### src/rtl/pim_matmul_sequencer.sv
// Expands one tiled C = A x B job into per-tile memory commands.
// Optional perf counters are enabled with `define PIM_SEQ_PERF_EN.
module pim_matmul_sequencer #(
    parameter int LEN         = 32,
    parameter int DIM_W       = 8,
    parameter int TILE_STRIDE = 64
) (
    input  logic             clk,
    input  logic             rst,
    input  logic             job_valid,
    output logic             job_ready,
    input  logic [LEN-1:0]   job_a_base,
    input  logic [LEN-1:0]   job_b_base,
    input  logic [LEN-1:0]   job_c_base,
    input  logic [DIM_W-1:0] job_m,
    input  logic [DIM_W-1:0] job_n,
    input  logic [DIM_W-1:0] job_k,
    output logic             job_done,
    output logic [LEN-1:0]   src1_addr,
    output logic [LEN-1:0]   src2_addr,
    output logic [LEN-1:0]   dst_addr,
    output logic             start,
    output logic             mem_accumulate,
    input  logic             mem_done
`ifdef PIM_SEQ_PERF_EN
    ,
    output logic [31:0]      perf_cmds,
    output logic [31:0]      perf_busy_cycles
`endif
);

    typedef enum logic [1:0] {IDLE, ISSUE, WAIT, FIN} state_t;

    localparam logic [LEN-1:0] STRIDE = LEN'(TILE_STRIDE);

    state_t state, state_nxt;

    logic [DIM_W-1:0] i_idx, j_idx, k_idx;
    logic [DIM_W-1:0] m_last, n_last, k_last;
    logic [LEN-1:0]   a_row, b_base, b_col, n_step, k_step;
    logic             accept, advance, last_k, last_j, last_cmd;

    assign last_k   = (k_idx == k_last);
    assign last_j   = (j_idx == n_last);
    assign last_cmd = last_k && last_j && (i_idx == m_last);

    assign mem_accumulate = (state == ISSUE || state == WAIT) && (k_idx != '0);

    always_ff @(posedge clk) begin
        if (rst) state <= IDLE;
        else     state <= state_nxt;
    end

    always_comb begin
        state_nxt = state;
        job_ready = 1'b0;
        job_done  = 1'b0;
        start     = 1'b0;
        accept    = 1'b0;
        advance   = 1'b0;
        unique case (state)
            IDLE: begin
                job_ready = 1'b1;
                if (job_valid) begin
                    accept    = 1'b1;
                    state_nxt = (job_m == '0 || job_n == '0 || job_k == '0) ? FIN : ISSUE;
                end
            end
            ISSUE: begin
                start     = 1'b1;
                state_nxt = WAIT;
            end
            WAIT: begin
                if (mem_done) begin
                    advance   = 1'b1;
                    state_nxt = last_cmd ? FIN : ISSUE;
                end
            end
            FIN: begin
                job_done  = 1'b1;
                state_nxt = IDLE;
            end
            default: state_nxt = IDLE;
        endcase
    end

    // Pointers walk incrementally; row/column anchors restore them on wrap.
    always_ff @(posedge clk) begin
        if (rst) begin
            i_idx     <= '0;
            j_idx     <= '0;
            k_idx     <= '0;
            m_last    <= '0;
            n_last    <= '0;
            k_last    <= '0;
            a_row     <= '0;
            b_base    <= '0;
            b_col     <= '0;
            n_step    <= '0;
            k_step    <= '0;
            src1_addr <= '0;
            src2_addr <= '0;
            dst_addr  <= '0;
        end else if (accept) begin
            i_idx     <= '0;
            j_idx     <= '0;
            k_idx     <= '0;
            m_last    <= job_m - 1'b1;
            n_last    <= job_n - 1'b1;
            k_last    <= job_k - 1'b1;
            a_row     <= job_a_base;
            b_base    <= job_b_base;
            b_col     <= job_b_base;
            n_step    <= LEN'(job_n) * STRIDE;
            k_step    <= LEN'(job_k) * STRIDE;
            src1_addr <= job_a_base;
            src2_addr <= job_b_base;
            dst_addr  <= job_c_base;
        end else if (advance && !last_cmd) begin
            if (!last_k) begin
                k_idx     <= k_idx + 1'b1;
                src1_addr <= src1_addr + STRIDE;
                src2_addr <= src2_addr + n_step;
            end else begin
                k_idx    <= '0;
                dst_addr <= dst_addr + STRIDE;
                if (!last_j) begin
                    j_idx     <= j_idx + 1'b1;
                    src1_addr <= a_row;
                    src2_addr <= b_col + STRIDE;
                    b_col     <= b_col + STRIDE;
                end else begin
                    j_idx     <= '0;
                    i_idx     <= i_idx + 1'b1;
                    a_row     <= a_row + k_step;
                    src1_addr <= a_row + k_step;
                    src2_addr <= b_base;
                    b_col     <= b_base;
                end
            end
        end
    end

`ifdef PIM_SEQ_PERF_EN
    always_ff @(posedge clk) begin
        if (rst) begin
            perf_cmds        <= '0;
            perf_busy_cycles <= '0;
        end else begin
            if (start && perf_cmds != '1)
                perf_cmds <= perf_cmds + 1'b1;
            if (state != IDLE && perf_busy_cycles != '1)
                perf_busy_cycles <= perf_busy_cycles + 1'b1;
        end
    end
`endif

endmodule

### config.mk
export PLATFORM = sky130hd
export DESIGN_NAME = pim_matmul_sequencer
export DESIGN_NICKNAME = d
export VERILOG_FILES = /design/src/rtl/pim_matmul_sequencer.sv
export SDC_FILE = /design/constraint.sdc
export NUM_CORES = 1
export LEC_CHECK = 0
export CORE_MARGIN = 2
export CORE_UTILIZATION = 36
export CTS_CLUSTER_DIAMETER = 60
export DETAILED_ROUTE_END_ITERATION = 8
export SKIP_CTS_REPAIR_TIMING = 1
export SYNTH_ARGS = -nofsm -noshare
export SYNTH_HDL_FRONTEND = slang
export SYNTH_SLANG_ARGS = --single-unit
### constraint.sdc
create_clock -name clk -period 3 [get_ports clk]
set_input_delay 0.6 -clock clk [delete_from_list [all_inputs] [get_ports clk]]
set_output_delay 0.6 -clock clk [all_outputs]
set_load 0.05 [all_outputs]
==> results.sh, run 1 <==
export IMPL_hold_path_class="in2reg"
export IMPL_synthXorXnorAreaFrac_pct=10.1
export IMPL_path_clk_slew_ns=0.06
export IMPL_drv_cap=0
export IMPL_hpwl_um=35100
export IMPL_fin_skew_ns=0.0110
export IMPL_dieArea_um2=41000
export IMPL_powerDensity_nw_per_um2=646
export IMPL_clock_sinks=258
export IMPL_status="complete, no violations"
export IMPL_arrival_ns=2.27
export IMPL_comb_power_share_pct=30.8
export IMPL_avgSynthCellArea_um2=7.82
export IMPL_crit_fanout=6
export IMPL_yosys_most_used_dff="dfxtp_1"
export IMPL_synth_simple_area_share_pct=25.0
export IMPL_path_class="reg2out"
export IMPL_synth_compound_area_share_pct=19.9
export IMPL_yosys_area_top_type="dfxtp_1"
export IMPL_rsz0062_at_grt="false"
export IMPL_synthTopCellsByArea="dfxtp_1, nand2_1, xnor2_1"
export IMPL_fin_crit_sh_pct=95.8
export IMPL_place_gp_congestion=0.893
export IMPL_switching_share_pct=36.6
export IMPL_finalHoldViolCount=0
export IMPL_p_sw_uw=4330
export IMPL_synth_cells=1815
export IMPL_die_h_um=203
export IMPL_ys_warn_count=0
export IMPL_io_pins=224
export IMPL_synth_top_family_by_area="simple AND/OR/NAND/NOR gates"
export IMPL_muxShareOfSynthArea_pct=1.49
export IMPL_synth_edff_count=0
export IMPL_critPathLaunch="state[0]"
export IMPL_wire_per_inst_um=18.8
export IMPL_worst_pin_slew_ns=1.06
export IMPL_grt_antenna_before_repair=0
export IMPL_fin_area_um2=18300
export IMPL_cts_path_max_buffers=3
export IMPL_layout_common_cells="nand2_1, dfxtp_1, nor2_1"
export IMPL_insertion_delay_ns=0.59
export IMPL_clkPwrFrac_pct=32.8
export IMPL_final_max_slew_viol_count=0
export IMPL_startpoint_type="flip-flop"
export IMPL_r2r_slack_ns=0.13
export IMPL_drt_pass1_iterations=5
export IMPL_synth_seq_cells=258
export IMPL_setup_viol=0
export IMPL_post_dp_cell_area_um2=17300
export IMPL_vias_per_cell=5.52
export IMPL_r2r_start="src1_addr[6]"
export IMPL_route_detailed_drc=0
export IMPL_fmax_mhz=348
export IMPL_initialDrtViolationCount=912
export IMPL_synthArstFlopShare_pct=0
export IMPL_cts_root_buf="clkbuf_16"
export IMPL_finalPower_uw=11800
export IMPL_power_internal_uw=7510
export IMPL_synth_fa_ha_area_share_pct=3.19
export IMPL_core_area_um2=38800
export IMPL_antenna_diode_count=0
export IMPL_register_area_um2=5160
export IMPL_irDropWorstVdd_uv=458
export IMPL_yosysTopAreaCellShare_pct=36.4
export IMPL_synthesis_area_um2=14200
export IMPL_initial_utilization_pct=36.6
export IMPL_min_delay_start="rst"
export IMPL_finalNetCount=2188
export IMPL_rows=72
export IMPL_grt_ovfl_total=0
export IMPL_nFillCells=3820
export IMPL_seq_area_frac_synth_pct=36.4
export IMPL_grt_usage_pct=22.8
export IMPL_fin_crit_ns=2.87
export IMPL_dr_total_vias=14182
export IMPL_die_w_um=203
export IMPL_post_route_util_pct=47.2
export IMPL_end_kind="output pin"
export IMPL_cts_tree="done"
export IMPL_routed_wl_um=48500
export IMPL_syn_num_nets=1974
export IMPL_slew_headroom_pct=29.2
export IMPL_p_seq_share_pct=36.3
export IMPL_grt_pass1_vias=13389
export IMPL_antenna_left=0
export IMPL_multi_input_area_um2=8510
export IMPL_mostFrequentLayoutCell="nand2_1"
export IMPL_grt_max_degree=88
export IMPL_p_leak_uw=0.00661
export IMPL_drive_gt1_share_pct=7.11
export IMPL_io_buffers=223
export IMPL_area_growth_syn_to_layout_pct=29.0
export IMPL_grt_pass1_wl_um=75400
export IMPL_cts_inserted_buffers=31
export IMPL_htreeDepth=1
export IMPL_synth_cell_types=77
export IMPL_required_ns=2.40
cell usage after synthesis (4+ instances only):
cell type,count
nand4_1,43
dfxtp_1,258
o221ai_1,6
clkbuf_1,71
buf_2,22
nor4_1,26
buf_1,14
a311oi_1,20
a2111oi_0,9
a21oi_1,152
a211o_1,4
a21boi_0,10
a21o_1,7
xor2_1,64
nor3b_1,4
a221oi_1,6
or3_1,6
nand2b_1,4
or4_1,7
nand2_1,286
o22ai_1,5
nand3_1,48
o211ai_1,22
o21bai_1,9
inv_1,30
and2_1,5
xnor2_1,99
o21ai_0,49
nor2b_1,5
nor3_1,60
nor4b_1,9
nor2_1,225
a31oi_1,11
a22oi_1,6
a211oi_1,77
mux2i_1,20
ha_1,33
and4_1,12
and3_1,12
per-stage QoR:
step                setup slack, ns  hold WS (ns)  cells  setup TNS, ns
detailed placement            0.114         0.435   2514              0
finish                        0.127         0.394   2571              0
global placement              0.170         0.432   2514              0
global route                 0.0120         0.420   2571              0
CTS                          -0.111         0.375   2571         -0.111
floorplan                     0.279         0.422   1815              0
registers in the layout, summed over array words and instances, names as in the netlist:
register   count
j_idx          8
k_last         8
state          2
src1_addr     32
m_last         8
b_col         32
i_idx          8
dst_addr      32
b_base        32
a_row         32
n_last         8
src2_addr     32
n_step         8
k_step         8
k_idx          8
layer usage:
layer / track usage (%) / wire length [um] / vias up
li1: - / - / 6929
met1: 31.5 / 22300 / 6689
met2: 36.1 / 21300 / 488
met3: 4.57 / 3700 / 76
met4: 6.28 / 1190 / 0
met5: 0 / 0 / -
cell families after synthesis:
| kind of cell | count (synthesis) |
|---|---|
| simple gates | 769 |
| fa+ha+maj | 35 |
| buf+inv | 140 |
| flops | 258 |
| compound gates | 429 |
| xor+xnor | 163 |
| mux | 21 |
path summary, 6_finish.rpt:
path,endpoint,cells past startpoint
worst max register to register,src1_addr[28],9
worst min-delay path,b_col[24],2
worst min register to register,src2_addr[3],2
worst max-delay path,job_ready,3
power by group through the flow:
stage                     Sequential, uW  Clock (uW)  Combinational, uW
after floorplan                     4840           0               1760
after global placement              4360           0               3600
after detailed placement            4360           0               3630
after CTS                           4290        3960               3640
after global routing                4360        4090               3930
final                               4300        3890               3650
worst max-delay path, cell delays in order, from the launching register on:
cell and delay, ns:
dfxtp_1 0.33, inv_1 0.11, ha_1 0.37, clkdlybuf4s50_1 0.88
final cells by class:
| class | count | area share, % |
|---|---|---|
| multi-input combinational | 1417 | 46.4 |
| sequential | 258 | 28.2 |
| timing repair buffer | 291 | 15.5 |
| clock buffer | 45 | 4.96 |
| tap | 518 | 3.54 |
| clock inverter | 12 | 0.806 |
| inverter | 30 | 0.615 |
Power figures use the tool's default switching activity.
==> inputs of run 2 (changes only) <==
Settings changed: CAP_MARGIN set to 20, MAX_ROUTING_LAYER set to met4.
==> run 2 against run 1 <==
  * Global-route usage grew 1.2 points
  * Highest routed layer unchanged
  * Fmax grew 2.3%
  * Cell area grew 0.87%
==> results.sh, run 2 (same netlist as run 1, synthesis figures left out) <==
export IMPL_p_sw_uw=4390
export IMPL_grt_antenna_before_repair=0
export IMPL_instances_no_fill=2575
export IMPL_comb_power_share_pct=29.6
export IMPL_slowest_delay_ns=0.75
export IMPL_rsz0062_at_grt="false"
export IMPL_place_gp_congestion=0.906
export IMPL_clkPwrFrac_pct=35.5
export IMPL_antenna_diode_count=0
export IMPL_grt_pass1_wl_um=76700
export IMPL_worst_pin_slew_ns=0.815
export IMPL_dr_total_vias=14339
export IMPL_slew_headroom_pct=45.5
export IMPL_rows=72
export IMPL_p_seq_share_pct=34.8
export IMPL_critical_path_top_delay_family="simple AND/OR/NAND/NOR gates"
export IMPL_cts_tree="done"
export IMPL_crit_fanout=12
export IMPL_cts_inserted_buffers=35
export IMPL_vias_per_cell=5.57
export IMPL_final_max_slew_viol_count=0
export IMPL_finalNetCount=2193
export IMPL_nFillCells=3757
export IMPL_grt_max_degree=88
export IMPL_fin_crit_ns=2.81
export IMPL_pre_cts_ws_ns=0.177
export IMPL_grt_usage_pct=24.0
export IMPL_antenna_left=0
export IMPL_dieArea_um2=41000
export IMPL_post_dp_cell_area_um2=17200
export IMPL_fin_area_um2=18500
export IMPL_crit_chain="xnor2_1 > nand4_1 > or2_1 > nor2_1 > buf_4 > o211ai_1 > a311oi_1"
export IMPL_p_leak_uw=0.00669
export IMPL_fmax_mhz=356
export IMPL_powerDensity_nw_per_um2=669
export IMPL_wire_per_inst_um=19.1
export IMPL_io_buffers=223
export IMPL_route_detailed_drc=0
export IMPL_grt_ovfl_total=0
export IMPL_die_w_um=203
export IMPL_setup_ws_ns=0.191
export IMPL_startpoint_type="flip-flop"
export IMPL_post_route_util_pct=47.6
export IMPL_initial_utilization_pct=36.6
export IMPL_hold_path_class="reg2reg"
export IMPL_cts_root_buf="clkbuf_16"
export IMPL_switching_share_pct=35.5
export IMPL_critPathSlowestCell="nor2_1"
export IMPL_grt_pass1_vias=13625
export IMPL_area_growth_syn_to_layout_pct=30.1
export IMPL_insertion_delay_ns=0.53
export IMPL_path_class="reg2reg"
export IMPL_cts_path_max_buffers=3
export IMPL_hpwl_um=35500
export IMPL_finalPower_uw=12400
export IMPL_dpl_cell_count=2515
export IMPL_htreeDepth=2
export IMPL_required_ns=3.43
export IMPL_io_pins=224
export IMPL_mostFrequentLayoutCell="nand2_1"
export IMPL_register_area_um2=5160
export IMPL_multi_input_area_um2=8520
export IMPL_irDropWorstVdd_uv=401
export IMPL_arrival_ns=3.23
export IMPL_setup_viol=0
export IMPL_die_h_um=203
export IMPL_end_kind="flip-flop"
export IMPL_layout_common_cells="nand2_1, dfxtp_1, nor2_1"
export IMPL_path_buf_inv=1
export IMPL_initialDrtViolationCount=1047
export IMPL_drv_cap=0
export IMPL_core_area_um2=38800
export IMPL_fin_skew_ns=0.0274
export IMPL_power_internal_uw=7980
export IMPL_routed_wl_um=49200
export IMPL_fin_crit_sh_pct=93.6
export IMPL_drt_pass1_iterations=5
export IMPL_path_clk_slew_ns=0.06
export IMPL_clock_sinks=258
export IMPL_finalHoldViolCount=0
export IMPL_status="complete, no violations"
export IMPL_drive_gt1_share_pct=7.29
==> run 2: cell count changes in the layout (fill, tap and decap cells not counted), sizes merged <==
cell,previous run,this run
buf,69,70
inv,31,30
clkinvlp,2,0
clkinv,6,4
bufinv,3,4
clkbuf,45,52
==> run 2: worst paths after layout <==
| path | startpoint | end | slack [ns] | cells past startpoint |
|---|---|---|---|---|
| min reg2reg | b_col[0] | b_col[0] | 0.44 | 2 |
| max reg2reg | k_idx[3] | src1_addr[30] | 0.19 | 7 |
| max | k_idx[3] | src1_addr[30] | 0.19 | 7 |
| min | b_col[0] | b_col[0] | 0.44 | 2 |
==> run 2: metrics by stage <==
stage | TNS (ns) | hold WS [ns]
floorplan | 0 | 0.422
global placement | 0 | 0.432
detailed placement | 0 | 0.435
CTS | -0.0177 | 0.444
global route | 0 | 0.454
finish | 0 | 0.445
==> run 2: worst register-to-register path: stages, from the launching register on <==
cell and delay, ns:
dfxtp_1 0.43, xnor2_1 0.16, nand4_1 0.20, or2_1 0.54, nor2_1 0.75, buf_4 0.28
o211ai_1 0.10, a311oi_1 0.27
==> run 2: power groups by stage <==
stage / Sequential, uW / Combinational [uW] / Clock, uW
after floorplan: 4840 / 1760 / 0
after global placement: 4360 / 3610 / 0
after detailed placement: 4370 / 3640 / 0
after CTS: 4300 / 3650 / 4470
after global routing: 4360 / 3950 / 4620
final: 4310 / 3670 / 4390
==> run 2: routing by layer <==
metal | vias to the layer above | wire length (um) | global-route usage [%]
li1 | 6923 | - | -
met1 | 6780 | 22300 | 31.9
met2 | 544 | 21700 | 36.4
met3 | 92 | 3700 | 4.80
met4 | 0 | 1460 | 8.11
met5 | - | 0 | -
==> run 2: cell type report <==
| cell class | instances | share of cell area [%] |
|---|---|---|
| inverter | 30 | 0.609 |
| clock inverter | 8 | 0.799 |
| timing repair buffer | 292 | 15.2 |
| sequential | 258 | 27.9 |
| multi-input combinational | 1417 | 46.1 |
| tap | 518 | 3.51 |
| clock buffer | 52 | 5.80 |
